===== src/rtl/phys_freelist.sv =====
// Physical-register free list for a 2-wide rename stage.
// It is a circular buffer of free physical names:
// - head: next name to hand out.
// - tail: next slot to receive a reclaimed name.
// - chead: committed head; a flush rewinds head to it.
//
// Handshake: freelist_rdy[k] is the valid for the name on next_free[k], and
// freelist_en[k] is the consumer's take. Decode may raise freelist_en[k] only
// while freelist_rdy[k] is high. Slot1 alone also needs freelist_rdy[1]. A
// take that is not covered by enough free names is refused and latches err.
// Retirement has no back-pressure: every retire_en bit is taken the cycle it
// is seen. A retire that would overfill the list is refused and latches err.
module phys_freelist #(
  parameter int NUM_PHYS = 32,
  parameter int NUM_ARCH = 16,
  parameter int PW       = $clog2(NUM_PHYS)
) (
  input  logic               clk,
  input  logic               rst,
  input  logic [1:0]         freelist_en,
  output logic [1:0]         freelist_rdy,
  output logic [1:0][PW-1:0] next_free,
  input  logic [1:0]         retire_en,
  input  logic [1:0][PW-1:0] retire_stale,
  input  logic               flush,
  output logic [PW:0]        free_cnt,
  output logic               err
);

  localparam int          NFREE     = NUM_PHYS - NUM_ARCH;
  localparam logic [PW:0] ONE       = (PW+1)'(1);
  localparam logic [PW:0] TWO       = (PW+1)'(2);
  localparam logic [PW+1:0] NFREE_W = (PW+2)'(NFREE);

  logic [PW-1:0] mem [NUM_PHYS];
  logic [PW:0]   head, tail, chead;
  logic          err_q;

  logic [PW-1:0] head_idx, head1_idx, tail_idx, tail1_idx;
  logic [PW:0]   alloc_need, alloc_adv, ret_n;
  logic          alloc_req, alloc_ok, alloc_err;
  logic          ret_ok, ret_err;
  logic [PW:0]   chead_nxt, tail_nxt;

  assign head_idx  = head[PW-1:0];
  assign head1_idx = head_idx + PW'(1);
  assign tail_idx  = tail[PW-1:0];
  assign tail1_idx = tail_idx + PW'(1);

  // Outputs come straight from registered state; retired names never bypass.
  assign free_cnt        = tail - head;
  assign next_free[0]    = mem[head_idx];
  assign next_free[1]    = mem[head1_idx];
  assign freelist_rdy[0] = (free_cnt >= ONE);
  assign freelist_rdy[1] = (free_cnt >= TWO);
  assign err             = err_q;

  // Decode request sizing and retire/alloc legality.
  // Slot1 alone still needs two names, because it consumes mem[head+1].
  always_comb begin
    alloc_need = '0;
    alloc_adv  = '0;
    case (freelist_en)
      2'b01:   begin alloc_need = ONE; alloc_adv = ONE; end
      2'b10:   begin alloc_need = TWO; alloc_adv = ONE; end
      2'b11:   begin alloc_need = TWO; alloc_adv = TWO; end
      default: begin alloc_need = '0;  alloc_adv = '0;  end
    endcase
    alloc_req = !flush && (freelist_en != 2'b00);
    alloc_ok  = alloc_req && (alloc_need <= free_cnt);
    alloc_err = alloc_req && (alloc_need > free_cnt);

    ret_n   = (PW+1)'(retire_en[0]) + (PW+1)'(retire_en[1]);
    // Retires only commit names already handed out, so the list never
    // legitimately grows past NFREE. Same-cycle allocation cannot matter here.
    ret_ok  = (ret_n != '0) && (({1'b0, free_cnt} + {1'b0, ret_n}) <= NFREE_W);
    ret_err = (ret_n != '0) && !ret_ok;

    chead_nxt = ret_ok ? chead + ret_n : chead;
    tail_nxt  = ret_ok ? tail + ret_n : tail;
  end

  // Pointer, storage and sticky error update.
  always_ff @(posedge clk or posedge rst) begin
    if (rst) begin
      for (int i = 0; i < NUM_PHYS; i++) begin
        mem[i] <= (i < NFREE) ? PW'(NUM_ARCH + i) : '0;
      end
      head  <= '0;
      chead <= '0;
      tail  <= (PW+1)'(NFREE);
      err_q <= 1'b0;
    end else begin
      // Slot1-only take: swap so the allocated name sits at the consumed
      // index, keeping flush rewind exact. Both indices lie below tail.
      if (alloc_ok && freelist_en == 2'b10) begin
        mem[head_idx]  <= mem[head1_idx];
        mem[head1_idx] <= mem[head_idx];
      end
      // Compacted in-order writes of reclaimed names, at or beyond tail.
      if (ret_ok) begin
        case (retire_en)
          2'b01:   mem[tail_idx] <= retire_stale[0];
          2'b10:   mem[tail_idx] <= retire_stale[1];
          2'b11:   begin
                     mem[tail_idx]  <= retire_stale[0];
                     mem[tail1_idx] <= retire_stale[1];
                   end
          default: ;
        endcase
      end
      tail  <= tail_nxt;
      chead <= chead_nxt;
      if (flush) begin
        head <= chead_nxt;
      end else if (alloc_ok) begin
        head <= head + alloc_adv;
      end
      if (alloc_err || ret_err) begin
        err_q <= 1'b1;
      end
    end
  end

endmodule


===== config.mk =====
export PLATFORM = sky130hd
export DESIGN_NAME = phys_freelist
export DESIGN_NICKNAME = d
export VERILOG_FILES = /design/src/rtl/phys_freelist.sv
export SDC_FILE = /design/constraint.sdc
export NUM_CORES = 1
export LEC_CHECK = 0
export CORE_MARGIN = 2
export CORE_UTILIZATION = 30
export DETAILED_ROUTE_END_ITERATION = 10
export PLACE_DENSITY_LB_ADDON = 0.08
export SYNTH_ARGS = -nofsm -noshare
export SYNTH_HDL_FRONTEND = slang
export SYNTH_SLANG_ARGS = --single-unit

===== constraint.sdc =====
create_clock -name clk -period 5.5 [get_ports clk]
set_input_delay 1.1 -clock clk [delete_from_list [all_inputs] [get_ports clk]]
set_output_delay 1.1 -clock clk [all_outputs]
set_load 0.02 [all_outputs]

Word level (Yosys, flattened, before mapping)
Index checks and enable logic that the tools add are counted.
{"block": "op_classes", "bitwise": 4, "add_sub_neg": 8, "reduce_logical": 18, "magnitude_cmp": 13, "eq_ne": 6, "muxes": 27}
{"operator": "160-bit bitwise mux", "count": 5}
{"operator": "160-bit one-hot mux with 3 select lines", "count": 1}
{"operator": "160-bit two-way mux", "count": 2}
{"operator": "5-bit demux with 5-bit select", "count": 4}
{"operator": "5-bit binary-select mux with 5-bit select", "count": 2}
{"operator": "5-bit two-way mux", "count": 8}
{"operator": "6-bit >= comparator (second input constant)", "count": 4}
{"operator": "6-bit by 1-bit less-than comparator with 1-bit output (second input constant)", "count": 4}
{"operator": "5-bit NOT with 6-bit output", "count": 4}
{"operator": "6-bit two-way mux", "count": 3}
{"operator": "6-bit by 2-bit adder with 6-bit output", "count": 2}
{"operator": "5-bit by 1-bit adder with 5-bit output (second input constant)", "count": 2}
{"operator": "1-bit logical AND", "count": 10}
{"operator": "2-bit == test (second input constant)", "count": 4}
{"operator": "2-bit one-hot mux with 2 select lines", "count": 2}
{"operator": "6-bit by 2-bit adder with 7-bit output", "count": 1}
{"operator": "7-bit by 5-bit less-or-equal comparator with 1-bit output (second input constant)", "count": 1}
{"operator": "6-bit adder", "count": 1}
{"operator": "6-bit by 1-bit >= comparator with 1-bit output (second input constant)", "count": 1}
{"operator": "6-bit by 2-bit >= comparator with 1-bit output (second input constant)", "count": 1}
{"operator": "6-bit greater-than comparator", "count": 1}
{"operator": "6-bit less-or-equal comparator", "count": 1}
{"operator": "6-bit nonzero test", "count": 1}
{"operator": "6-bit subtractor", "count": 1}
{"operator": "other kinds (6)", "count": 10}
{"block": "totals", "reg_bits": 179, "output_inout_bits": 19, "word_cells": 112, "in_bits": 17}

Longest topological paths before layout
{"block": "logic_depth", "depth_word": 12, "mapped_depth": 17, "mapped_depth_nobuf": 13}

Worst setup path after synthesis
OpenSTA, ideal clock, no wires.
{"block": "synth_path", "path_type": "flip-flop to output port", "startpoint": "reg head[1]", "endpoint": "out next_free[5] (netlist name)", "required_time_ns": 4.400, "path_buffers": 7, "stages_incl_launch_ff": 15, "setup_slack_ns": 1.122, "t_arrival_ns": 3.278, "path_cell_list": "dfrtp_1 -> buf_4 -> buf_6 -> buf_6 -> buf_4 -> inv_1 -> ha_1 -> buf_6 -> mux4_2 -> a22o_1 -> nor4_1 -> or2_1 -> buf_2 -> buf_6 -> inv_1"}
{"element": "start, declared", "line_no": "36", "rtl": "logic [PW:0] head, tail, chead;"}
{"element": "start signal, assigned", "line_no": "115", "rtl": "head <= chead_nxt;"}
{"element": "start signal, assigned", "line_no": "117", "rtl": "head <= head + alloc_adv;"}
{"element": "end, declared", "line_no": "22", "rtl": "output logic [1:0][PW-1:0] next_free,"}

==> out/results.ini <==
[worst_setup_path]
critical_path.max_stage_delay_ns=0.70
critPathKind=flop to output pin
critPathLaunchType=flop
critPathMaxFanout=92
critPathCaptureType=output pin
arrival_ns=4.22
cpMaxStageDelayCell=clkdlybuf4s50_1
worstPathCellList=buf_12 -> nand3_1 -> xnor2_2 -> mux2i_1 -> o211ai_1 -> nand3_2 -> inv_1 -> clkdlybuf4s50_1
required_ns=4.40
rr_worst_depth=10

[yosys]
synth.cell_area_mm2=0.0207
synth_cells=2899
ys_seq_elements=179
synth_edf_count=0
async_reset_ff_share_pct=100
avgSynthCellArea_um2=7.12
synth_top_flop_cell=dfrtp_1
synth_cell_types=86
seq_area_frac_synth_pct=22.0
yosys_warnings=0
syn-num-nets=2953

[sta]
grt_setup_unrepaired=false
fin_crit_sh_pct=96.7
hold_viol_final=0
max_clock_freq_mhz=188
final.setup.worst_slack_ns=0.179
finalCriticalPeriod_ns=5.32
finalClockSkew_ns=0.0139
worst_slew_pin_slew_ns=1.36
final_max_slew_viol_count=0
setup_viol_count_final=0
slew_headroom_pct=8.33
finalSetupTns_ns=0

[global_route]
track_usage_pct=32.8
grt.overflow.total=0
grt_pass1_wl_mm=169
grt_max_degree=97
antenna_found_initial=4
grt_pass1_vias=22700

[power_and_ir_drop]
power.density_mw_per_mm2=785
clkPwrFrac_pct=7.8
p_int_uw=6570
p_leak_uw=0.00834
seq_power_share_pct=14.5
p_total_uw=17500
p_comb_share_pct=77.7
ir_drop_mv=0.774
p_sw_uw=10900
switching_share_pct=62.4

[clock_network]
h-tree-depth=4
cts.path.max_buffers=2
cts_tree=done
cts_buffers=17
cts_setup_buffers=0
clock_tree.root_cell=clkbuf_16
holdBufCountCts=0
cts_sinks=179
clk_pin_slew_worst_paths_ns=0.07
post_cts_resized=0
clk_latency_ns=0.52

[cells_and_area]
fin_util_pct=32.6
fin_nets=2799
stdcell_area_mm2=0.0223
drive_gt1_share_pct=10.8
fillCellCount=7319
area_delta_synth_final_pct=7.89

[placed_design]
pre_cts_slack_ns=0.658
dp_hpwl_mm=80.1
place.gp.congestion=0.975
placed_area_mm2=0.0217
port_buffers=35

[drt]
first_iter_violations=3324
post_drt_wl_per_cell_um=32.4
finalWirelength_mm=118
drt-pass1-iter-count=6
vias=24500
ant_nets=0
viasPerCell=6.74
drc_errors=0

[hold_path]
hold_path_class=flop to flop
hold_depth=1

[floorplanning]
dieWidth_um=266
start_util_pct=30.2
dieArea_mm2=0.0710
pin_count=36
core_area_mm2=0.0683
num_rows=96
die_height_um=266

[outcome]
status=completed

[run]
cap_violations=0

[kinds of logic after synthesis]
group	count (synthesis)	synth area share (%)
compound gates	1158	35.7
simple gates	1013	22.2
buf+inv	357	7.79
flops	179	22.0
mux	134	8.97
fa+ha+maj	37	2.42
xor+xnor	21	1.00
[worst max-delay path: cells and delay by family (launching register included)]
family	cells	cell delay, ns
compound gates	1	0.30
xor+xnor	1	0.53
buf+inv	3	1.62
flops	1	0.47
mux	1	0.21
simple gates	2	0.52
[synthesized netlist by cell type (all sizes together), types with 39 or more instances]
library cell    n  area, µm²
a31oi          39        244
mux2i          86        861
dfrtp         130       3250
o21a           55        413
nor2          333       1270
o211ai         86        646
nand3         121        611
clkbuf        217        815
o21ai         336       1690
a22oi         149       1120
mux4           40        901
dfstp          49       1290
buf           105        663
nand2         357       1350
a21oi         171        867
o22ai         177       1110
[cell type report]
class	instances	area, µm²	area share, %
well taps	882	1100	4.95
inverters	35	135	0.606
multi-input cells	2363	14600	65.5
clock buffers	24	482	2.16
diodes	1	2.50	0.0112
flip-flops and latches	179	4550	20.4
clock inverters	8	103	0.460
repair buffers	149	1310	5.86
[layer usage]
layer | vias up | global-route usage, % | part of all wire [%]
li1 | 10500 | - | -
met1 | 12300 | 45.7 | 43
met2 | 1449 | 49.0 | 43
met3 | 288 | 6.02 | 9.1
met4 | 0 | 14.7 | 4.6
met5 | - | 0 | 0
[metrics by stage]
step	std cells	hold slack, ns
2_1_floorplan	2899	0.439
4_1_cts	3640	0.485
6_report	3641	0.479
5_1_grt	3640	0.495
3_5_place_dp	3608	0.466
3_3_place_gp	3608	0.471
[layout by cell type, fill, tap and decap left out, types with 9 or more instances in the layout]
cell type,Yosys,routed
clkbuf_16,0,17
and3_1,34,34
nand2_1,355,353
nor2_1,329,329
o221ai_1,37,37
o211ai_1,86,86
a21o_1,23,23
inv_1,28,27
a2bb2oi_1,16,16
xor2_1,10,10
o22ai_1,177,177
o22a_1,9,9
nand3_1,120,120
nor3_1,32,32
and2_1,24,23
o21a_1,55,55
buf_4,17,102
dfstp_2,49,49
buf_2,61,10
a21oi_1,170,170
buf_12,1,12
nor3b_1,12,12
a22oi_1,149,149
nor2b_1,17,17
mux2i_1,86,86
nand2b_1,10,10
mux4_2,40,40
clkdlybuf4s50_1,0,25
nand4_1,18,18
a31oi_1,39,39
o21ai_0,328,328
dfrtp_1,130,128
ha_1,32,28
[path summary, 6_finish.rpt]
| kind | from | endpoint | slack (ns) |
|---|---|---|---|
| setup / recovery | head[1] | next_free[8] | 0.18 |
| hold / removal | chead[5] | chead[5] | 0.48 |
| setup reg to reg | head[4] | mem[91] | 1.13 |
| hold reg to reg | chead[5] | chead[5] | 0.48 |
| max in group asynchronous | rst | mem[64] | 3.25 |
| min in group asynchronous | rst | err | 0.83 |
[power groups by stage]
stage | Combinational [µW] | Clock, µW | Sequential (µW)
floorplan | 7730 | 0 | 2150
global route | 13900 | 1420 | 2560
global placement | 13100 | 0 | 2530
detailed placement | 13100 | 0 | 2520
finish | 13600 | 1360 | 2540
CTS | 13100 | 1400 | 2500
[state kept, by name, indices dropped and copies added, names as in the netlist]
signal	count
head	6
mem	160
err	1
tail	6
chead	6
No activity file was read; power rests on OpenSTA's default activity.
